==> config.mk <==
export PLATFORM = sky130hd
export DESIGN_NAME = pic_irq
export DESIGN_NICKNAME = d
export VERILOG_FILES = /design/src/rtl/pic_irq.sv
export SDC_FILE = /design/constraint.sdc
export NUM_CORES = 1
export LEC_CHECK = 0
export CAP_MARGIN = 20
export CORE_MARGIN = 2
export CORE_UTILIZATION = 49
export DETAILED_ROUTE_END_ITERATION = 6
export GPL_TIMING_DRIVEN = 0
export PLACE_DENSITY = 0.73
export REMOVE_ABC_BUFFERS = 1
export SYNTH_ARGS = -nofsm -noshare
export SYNTH_HDL_FRONTEND = slang
export SYNTH_SLANG_ARGS = --single-unit
==> constraint.sdc <==
create_clock -name clk -period 3.8 [get_ports clk]
set_input_delay 1.14 -clock clk [delete_from_list [all_inputs] [get_ports clk]]
set_output_delay 1.14 -clock clk [all_outputs]
set_load 0.01 [all_outputs]
==> src/rtl/pic_irq.sv <==
// Purpose: fixed-priority 8-level interrupt controller (IRR/IMR/ISR) downstream of the i8253 timer.
// Latency: request edge -> IRR one clock, IRR -> intr one clock; vector registered on inta; reads combinational.
// Backpressure: none; the register bus and inta are single-cycle strobes that are always accepted.
//
// Ports:
//   clk, reset       clock and asynchronous active-high reset
//   a, wr, rd, din   2-bit register bus: a=0 cmd/IRR, a=1 IMR, a=2 BASE/ISR, a=3 TRIG/poll
//   dout             combinational read data, 0 when rd=0
//   irq_in           request lines, [2:0] from timer out[2:0], all synchronous to clk
//   inta             one-cycle interrupt acknowledge from the CPU
//   intr             registered interrupt request to the CPU
//   vector           {BASE, level} captured at the last inta (level 7 on a spurious ack)
`timescale 1ns/1ps

module pic_irq (
    input  logic       clk,
    input  logic       reset,
    input  logic [1:0] a,
    input  logic       wr,
    input  logic       rd,
    input  logic [7:0] din,
    output logic [7:0] dout,
    input  logic [7:0] irq_in,
    input  logic       inta,
    output logic       intr,
    output logic [7:0] vector
);

    localparam logic [2:0] OP_NS_EOI = 3'b001;
    localparam logic [2:0] OP_SP_EOI = 3'b011;

    logic [7:0] irr;
    logic [7:0] imr;
    logic [7:0] isr;
    logic [7:0] trig;
    logic [7:0] prev;
    logic [4:0] base;

    // ------------------------------------------------------------------
    // Arbitration: lowest-index unmasked pending request wins.
    // ------------------------------------------------------------------
    logic [7:0] req;
    logic       win_vld;
    logic [2:0] win_idx;

    always_comb begin
        req     = irr & ~imr;
        win_vld = 1'b0;
        win_idx = 3'd7;
        // Scan from the lowest priority upward so the last hit is the highest priority.
        for (int i = 7; i >= 0; i--) begin
            if (req[i]) begin
                win_vld = 1'b1;
                win_idx = 3'(i);
            end
        end
    end

    // Any in-service level at or above the winner's priority blocks it.
    logic [7:0] blk_mask;
    logic       win_elig;

    always_comb begin
        blk_mask = '0;
        for (int i = 0; i < 8; i++) begin
            blk_mask[i] = (i <= int'(win_idx));
        end
    end

    assign win_elig = win_vld && ((isr & blk_mask) == 8'h00);

    // ------------------------------------------------------------------
    // Register-bus command decode
    // ------------------------------------------------------------------
    logic wr_cmd;
    logic wr_imr;
    logic wr_base;
    logic wr_trig;
    logic eoi_ns;
    logic eoi_sp;

    assign wr_cmd  = wr && (a == 2'd0);
    assign wr_imr  = wr && (a == 2'd1);
    assign wr_base = wr && (a == 2'd2);
    assign wr_trig = wr && (a == 2'd3);
    assign eoi_ns  = wr_cmd && (din[7:5] == OP_NS_EOI);
    assign eoi_sp  = wr_cmd && (din[7:5] == OP_SP_EOI);

    // ------------------------------------------------------------------
    // ISR next state: EOI clears against the old ISR, then the ack set is
    // ORed in so a set on the same bit wins over the clear.
    // ------------------------------------------------------------------
    logic [7:0] isr_low;
    logic [7:0] eoi_clr;
    logic [7:0] ack_set;
    logic [7:0] isr_nxt;

    always_comb begin
        // Two's-complement trick isolates the lowest set bit.
        isr_low = isr & (~isr + 8'd1);
        eoi_clr = 8'h00;
        if (eoi_ns) begin
            eoi_clr = isr_low;
        end else if (eoi_sp) begin
            eoi_clr = 8'd1 << din[2:0];
        end
        ack_set = (inta && win_elig) ? (8'd1 << win_idx) : 8'h00;
        isr_nxt = (isr & ~eoi_clr) | ack_set;
    end

    // ------------------------------------------------------------------
    // IRR next state. Level bits track the pin; edge bits set on a rising
    // edge and clear only on the ack that selects them, set winning a tie.
    // ------------------------------------------------------------------
    logic [7:0] edge_set;
    logic [7:0] irr_edge;
    logic [7:0] irr_nxt;

    always_comb begin
        edge_set = irq_in & ~prev;
        irr_edge = edge_set | (irr & ~ack_set);
        irr_nxt  = (trig & irq_in) | (~trig & irr_edge);
    end

    // ------------------------------------------------------------------
    // Vector for this ack: winner if eligible, otherwise spurious level 7.
    // ------------------------------------------------------------------
    logic [7:0] ack_vec;

    assign ack_vec = win_elig ? {base, win_idx} : {base, 3'd7};

    // ------------------------------------------------------------------
    // State
    // ------------------------------------------------------------------
    always_ff @(posedge clk or posedge reset) begin
        if (reset) begin
            irr    <= 8'h00;
            imr    <= 8'hFF;
            isr    <= 8'h00;
            trig   <= 8'h00;
            prev   <= 8'h00;
            base   <= 5'd0;
            intr   <= 1'b0;
            vector <= 8'h00;
        end else begin
            irr  <= irr_nxt;
            isr  <= isr_nxt;
            prev <= irq_in;
            // intr reflects the arbitration on this cycle's state, before the ack lands.
            intr <= win_elig;
            if (inta) begin
                vector <= ack_vec;
            end
            if (wr_imr) begin
                imr <= din;
            end
            if (wr_base) begin
                base <= din[7:3];
            end
            if (wr_trig) begin
                trig <= din;
            end
        end
    end

    // ------------------------------------------------------------------
    // Read mux, side-effect free. Poll reports the winner regardless of ISR.
    // ------------------------------------------------------------------
    always_comb begin
        dout = 8'h00;
        if (rd) begin
            case (a)
                2'd0:    dout = irr;
                2'd1:    dout = imr;
                2'd2:    dout = isr;
                default: dout = {base, win_idx};
            endcase
        end
    end

endmodule

==> impl_metrics.tcl, run 1 <==
set metrics [dict create \
    status "finished clean" \
    relSlewSlack_pct 61.1 \
    die_w_um 79.2 \
    stdcell_area_um2 3350 \
    synth_most_common_cell "dfrtp_1" \
    cp-end-kind "output port" \
    synth.avg_cell_area_um2 11.7 \
    synth-seq-area-share_pct 49.1 \
    fin_worst_skew_ns 0.00590 \
    chipHeight_um 79.2 \
    synthCells 236 \
    die-area_um2 6270 \
    dp_hpwl_um 4600 \
    crit_path_end "dout[7]" \
    antenna_cells 0 \
    cp.required_ns 2.66 \
    rsz0062_at_grt "false" \
    firstDrtPassIters 4 \
    cap_violations 0 \
    hp-class "reg2reg" \
    root_buffer "clkbuf_8" \
    peakVddDrop_uv 281 \
    coreArea_um2 5470 \
    rr_worst_depth 6 \
    grt_pass1_wl_um 10100 \
    clock_sinks 54 \
    synth-edff-count 0 \
    clock_path_buffers 2 \
    synth.distinct_cells 51 \
    synth_top_area_cell "dfrtp_1" \
    start_util_pct 50.6 \
    worst_pin_slew_ns 0.582 \
    viasPerCell 5.66 \
    cts_buffers 5 \
    powerDensity_nw_per_um2 545 \
    stdcell_count 350 \
    layout.nets 300 \
    post-route-period-util_pct 99.0 \
    syn-cell-area_um2 2770 \
    drtIter0Drc 110 \
    clock.fmax_ghz 0.266 \
    drv_slew 0 \
    setup_violations 0 \
    dp.cells 341 \
    ys.flop_type "dfrtp_1" \
    synthTopCellsByArea "dfrtp_1, mux2_2, dfstp_2" \
    dr_total_vias 1981 \
    synth-seq-cells 54 \
    synth_top_area_share_pct 41.6 \
    antenna_found_initial 0 \
    grt_pass1_vias 1959 \
    pin_count 40 \
    r2r_start "irr[1]" \
    rows 27 \
    min_period_ns 3.76 \
    path_cells "buf_2, mux4_2, and2_1, clkdlybuf4s50_1" \
    overflow 0 \
    gp_congestion 0.875 \
    total_leakage_power_uw 0.00133 \
    r2r-end "irr[5]" \
    area_delta_synth_final_pct 20.8 \
    clock_latency_ns 0.30 \
    critPathKind "in2out" \
    yosysWarnings 0 \
    startpoint "a[1]" \
    cts_tree "built" \
    hold_buffers 0 \
    drc 0 \
    ant_nets 0 \
    htree_num_levels 2 \
    drive_gt1_share_pct 26.6 \
    worst_path_max_delay_cell "mux4_2" \
    grt_max_degree 30 \
    finalHoldViolCount 0 \
    wl_um 6200 \
    slowest_delay_ns 0.54 \
    hold_path_depth 1 \
    drt-wirelength-per-cell_um 17.7 \
    critPathLaunchType "input port" \
    r2r_slack_ns 1.78 \
    synth_common_cells "dfrtp_1, mux2_2, nand2b_1" \
    total_power_uw 1820 \
    critPathMaxFanout 12 \
    clk_pin_slew_worst_paths_ns 0.09 \
    groute.usage.overall_pct 21.7 \
    worst_ep_arrival_time_ns 2.62 \
    place_area_um2 3240 \
    async_reset_ff_share_pct 100 \
    setup_tns_ns 0 \
    port-buffer-count 39 \
]
## placed cells by master, fill, tap and decap left out, types with 3 or more instances in the layout
cell type,n
nor2_1,9
and2_1,9
dfrtp_1,46
mux2_2,26
a21oi_1,6
clkbuf_8,6
nand3_1,5
nand2b_1,13
nand3b_1,3
inv_1,9
mux4_2,8
o21ai_1,7
nand4_1,4
clkdlybuf4s50_1,37
nand2_1,12
o21ai_0,9
nor3_1,4
a21oi_2,3
nor2b_1,3
dfstp_2,8
## area by class of cell
cell class              instances  area [um^2]
clock buffers                   7         86.3
clock inverters                 1         5.00
fillers                       479         2130
inverters                      10         37.5
multi-input cells             165         1360
flip-flops and latches         54         1360
well taps                      72         90.1
repair buffers                 41          410
## kinds of logic (layout without fill, tap and decap cells)
group | count (synthesis) | in the layout | share of synthesized area [%]
AND/OR/NAND/NOR | 82 | 82 | 17.6
multiplexers | 34 | 34 | 17.1
buffers and inverters | 17 | 59 | 2.57
flip-flops | 54 | 54 | 49.1
AO/OA/AOI/OAI | 49 | 49 | 13.6
## what timing repair did
item / CTS / global route
endpoints found under the hold margin: 0 / 0
pin swaps: 0 / 1
setup endpoints to repair: 8 / 6
buffers inserted: 0 / 1
resized for setup: 10 / 6
## per-stage QoR
stage | hold WS (ns) | setup WS (ns) | utilization (%)
floorplan | 0.479 | 0.874 | -
global placement | 0.465 | -0.642 | 58.8
detailed placement | 0.476 | -0.641 | 59.1
CTS | 0.497 | 0.00798 | 60.6
global route | 0.517 | 0.00175 | 61.2
finish | 0.494 | 0.0398 | 61.2
## worst min-delay path by stage
stage | start | end | slack [ns]
3_3_place_gp | vector[1] | vector[1] | 0.46
4_1_cts | vector[1] | vector[1] | 0.50
2_1_floorplan | trig[0] | trig[0] | 0.48
3_5_place_dp | vector[1] | vector[1] | 0.48
6_report | vector[1] | vector[1] | 0.49
5_1_grt | vector[1] | vector[1] | 0.52
## critical path: cells and delay by family
family	cells	cell delay, ns
AND/OR/NAND/NOR	1	0.18
multiplexers	1	0.54
buffers and inverters	2	0.75
## power by group
| part | switching [uW] | internal (uW) | total, uW |
|---|---|---|---|
| combinational | 310 | 342 | 652 |
| sequential | 124 | 719 | 844 |
| clock | 180 | 147 | 327 |
| total | 614 | 1210 | 1820 |
## layer usage
layer / wire length [um] / GRT usage (%) / vias up
li1: - / - / 944
met1: 2900 / 31.0 / 984
met2: 2920 / 33.2 / 43
met3: 272 / 4.43 / 10
met4: 102 / 7.07 / 0
met5: 0 / 0 / -
## sequential cells by signal, summed over array words and instances (netlist names)
| name | flops |
|---|---|
| prev | 8 |
| intr | 1 |
| base | 5 |
| vector | 8 |
| irr | 8 |
| isr | 8 |
| trig | 8 |
| imr | 8 |
Power figures use the tool's default switching activity.
==> run 2: changes to the inputs <==
SKIP_CTS_REPAIR_TIMING = 1   (was default)
==> results of run 2 <==
Final layout, timing and power as in run 1 (identical DEF).
Main changes from that run: overall routing resource usage 21.7% -> 21.6%; met1 usage 31.0% -> 30.9%
==> run 3: changes to the inputs <==
CAP_MARGIN = default   (was 20)
==> run 3 against run 2 <==
Die area stayed put. Critical path depth stayed put. First-iteration DRC count stayed put. Largest power group unchanged.
==> impl_metrics.tcl, run 3 (synthesis gave the netlist of run 1 again) <==
set metrics [dict create \
    area_delta_synth_final_pct 20.8 \
    relSlewSlack_pct 61.1 \
    finalHoldViolCount 0 \
    place_area_um2 3240 \
    path_cells "buf_2, mux4_2, and2_1, clkdlybuf4s50_1" \
    worst_ep_arrival_time_ns 2.62 \
    overflow 0 \
    post-route-period-util_pct 99.0 \
    grt_pass1_wl_um 10100 \
    clock_path_buffers 2 \
    drv_slew 0 \
    final_common_cell "dfrtp_1" \
    htree_num_levels 2 \
    port-buffer-count 39 \
    status "finished clean" \
    pre_cts_slack_ns -0.641 \
    ant_nets 0 \
    wl_um 6200 \
    worst-path-buf-inv 2 \
    groute.usage.overall_pct 21.6 \
    worst_pin_slew_ns 0.582 \
    pin_count 40 \
    min_period_ns 3.76 \
    gp_congestion 0.875 \
    peakVddDrop_uv 281 \
    setup_tns_ns 0 \
    rr_worst_depth 6 \
    drive_gt1_share_pct 26.6 \
    worst_path_max_delay_cell "mux4_2" \
    rows 27 \
    viasPerCell 5.66 \
    setup_violations 0 \
    grt_max_degree 30 \
    nFillCells 479 \
    critPathKind "in2out" \
    rsz0062_at_grt "false" \
    die-area_um2 6270 \
    setup_slack_ns 0.0398 \
    drtIter0Drc 110 \
    grt_pass1_vias 1959 \
    drc 0 \
    start_util_pct 50.6 \
    dp_hpwl_um 4600 \
    powerDensity_nw_per_um2 545 \
    cts_buffers 5 \
    total_power_uw 1820 \
    critPathLaunchType "input port" \
    fin_worst_skew_ns 0.00590 \
    firstDrtPassIters 4 \
    antenna_cells 0 \
    whs_ns 0.494 \
    die_w_um 79.2 \
    clk_pin_slew_worst_paths_ns 0.09 \
    cp_top_family "buffers and inverters" \
    slowest_delay_ns 0.54 \
    root_buffer "clkbuf_8" \
    clock_sinks 54 \
    clock.fmax_ghz 0.266 \
    stdcell_area_um2 3350 \
    critPathMaxFanout 12 \
    worst-path-stages 4 \
    dr_total_vias 1981 \
    antenna_found_initial 0 \
    layout.nets 300 \
    drt-wirelength-per-cell_um 17.7 \
    hp-class "reg2reg" \
    coreArea_um2 5470 \
    total_leakage_power_uw 0.00133 \
    cts_tree "built" \
    cp-end-kind "output port" \
    cp.required_ns 2.66 \
    chipHeight_um 79.2 \
    layout_common_cells "dfrtp_1, clkdlybuf4s50_1, mux2_2" \
    hold_path_depth 1 \
    cap_violations 0 \
    clock_latency_ns 0.30 \
]
[run 3: area by class of cell]
class                           instances  area, um^2  share of cell area (%)
Sequential cell                        54        1360                    40.7
Multi-Input combinational cell        165        1360                    40.5
Timing Repair Buffer                   41         410                    12.3
Tap cell                               72        90.1                    2.69
Clock buffer                            7        86.3                    2.58
Inverter                               10        37.5                    1.12
Clock inverter                          1        5.00                   0.150
[run 3: stage by stage]
stage / util (%) / cells
floorplan: - / 229
global placement: 58.8 / 340
detailed placement: 59.1 / 341
CTS: 60.8 / 349
global route: 61.2 / 350
finish: 61.2 / 350
[run 3: final timing paths]
path                            from   endpoint  slack [ns]
hold / removal             vector[1]  vector[1]        0.49
setup / recovery                a[1]    dout[7]        0.04
max in group asynchronous      reset     imr[3]        1.98
hold reg to reg            vector[1]  vector[1]        0.49
min in group asynchronous      reset    base[3]        1.19
setup reg to reg              irr[1]     irr[5]        1.78
[run 3: where the power goes]
group | switching, uW | internal [uW]
Sequential | 124 | 719
Clock | 180 | 147
Combinational | 310 | 342
Total | 614 | 1210
[run 3: routing by layer]
layer | part of all wire (%) | track usage [%] | vias up
met5 | 0 | 0 | -
met4 | 1.6 | 7.07 | 0
met3 | 4.4 | 4.43 | 10
met2 | 47 | 33.2 | 43
met1 | 47 | 30.9 | 984
li1 | - | - | 944
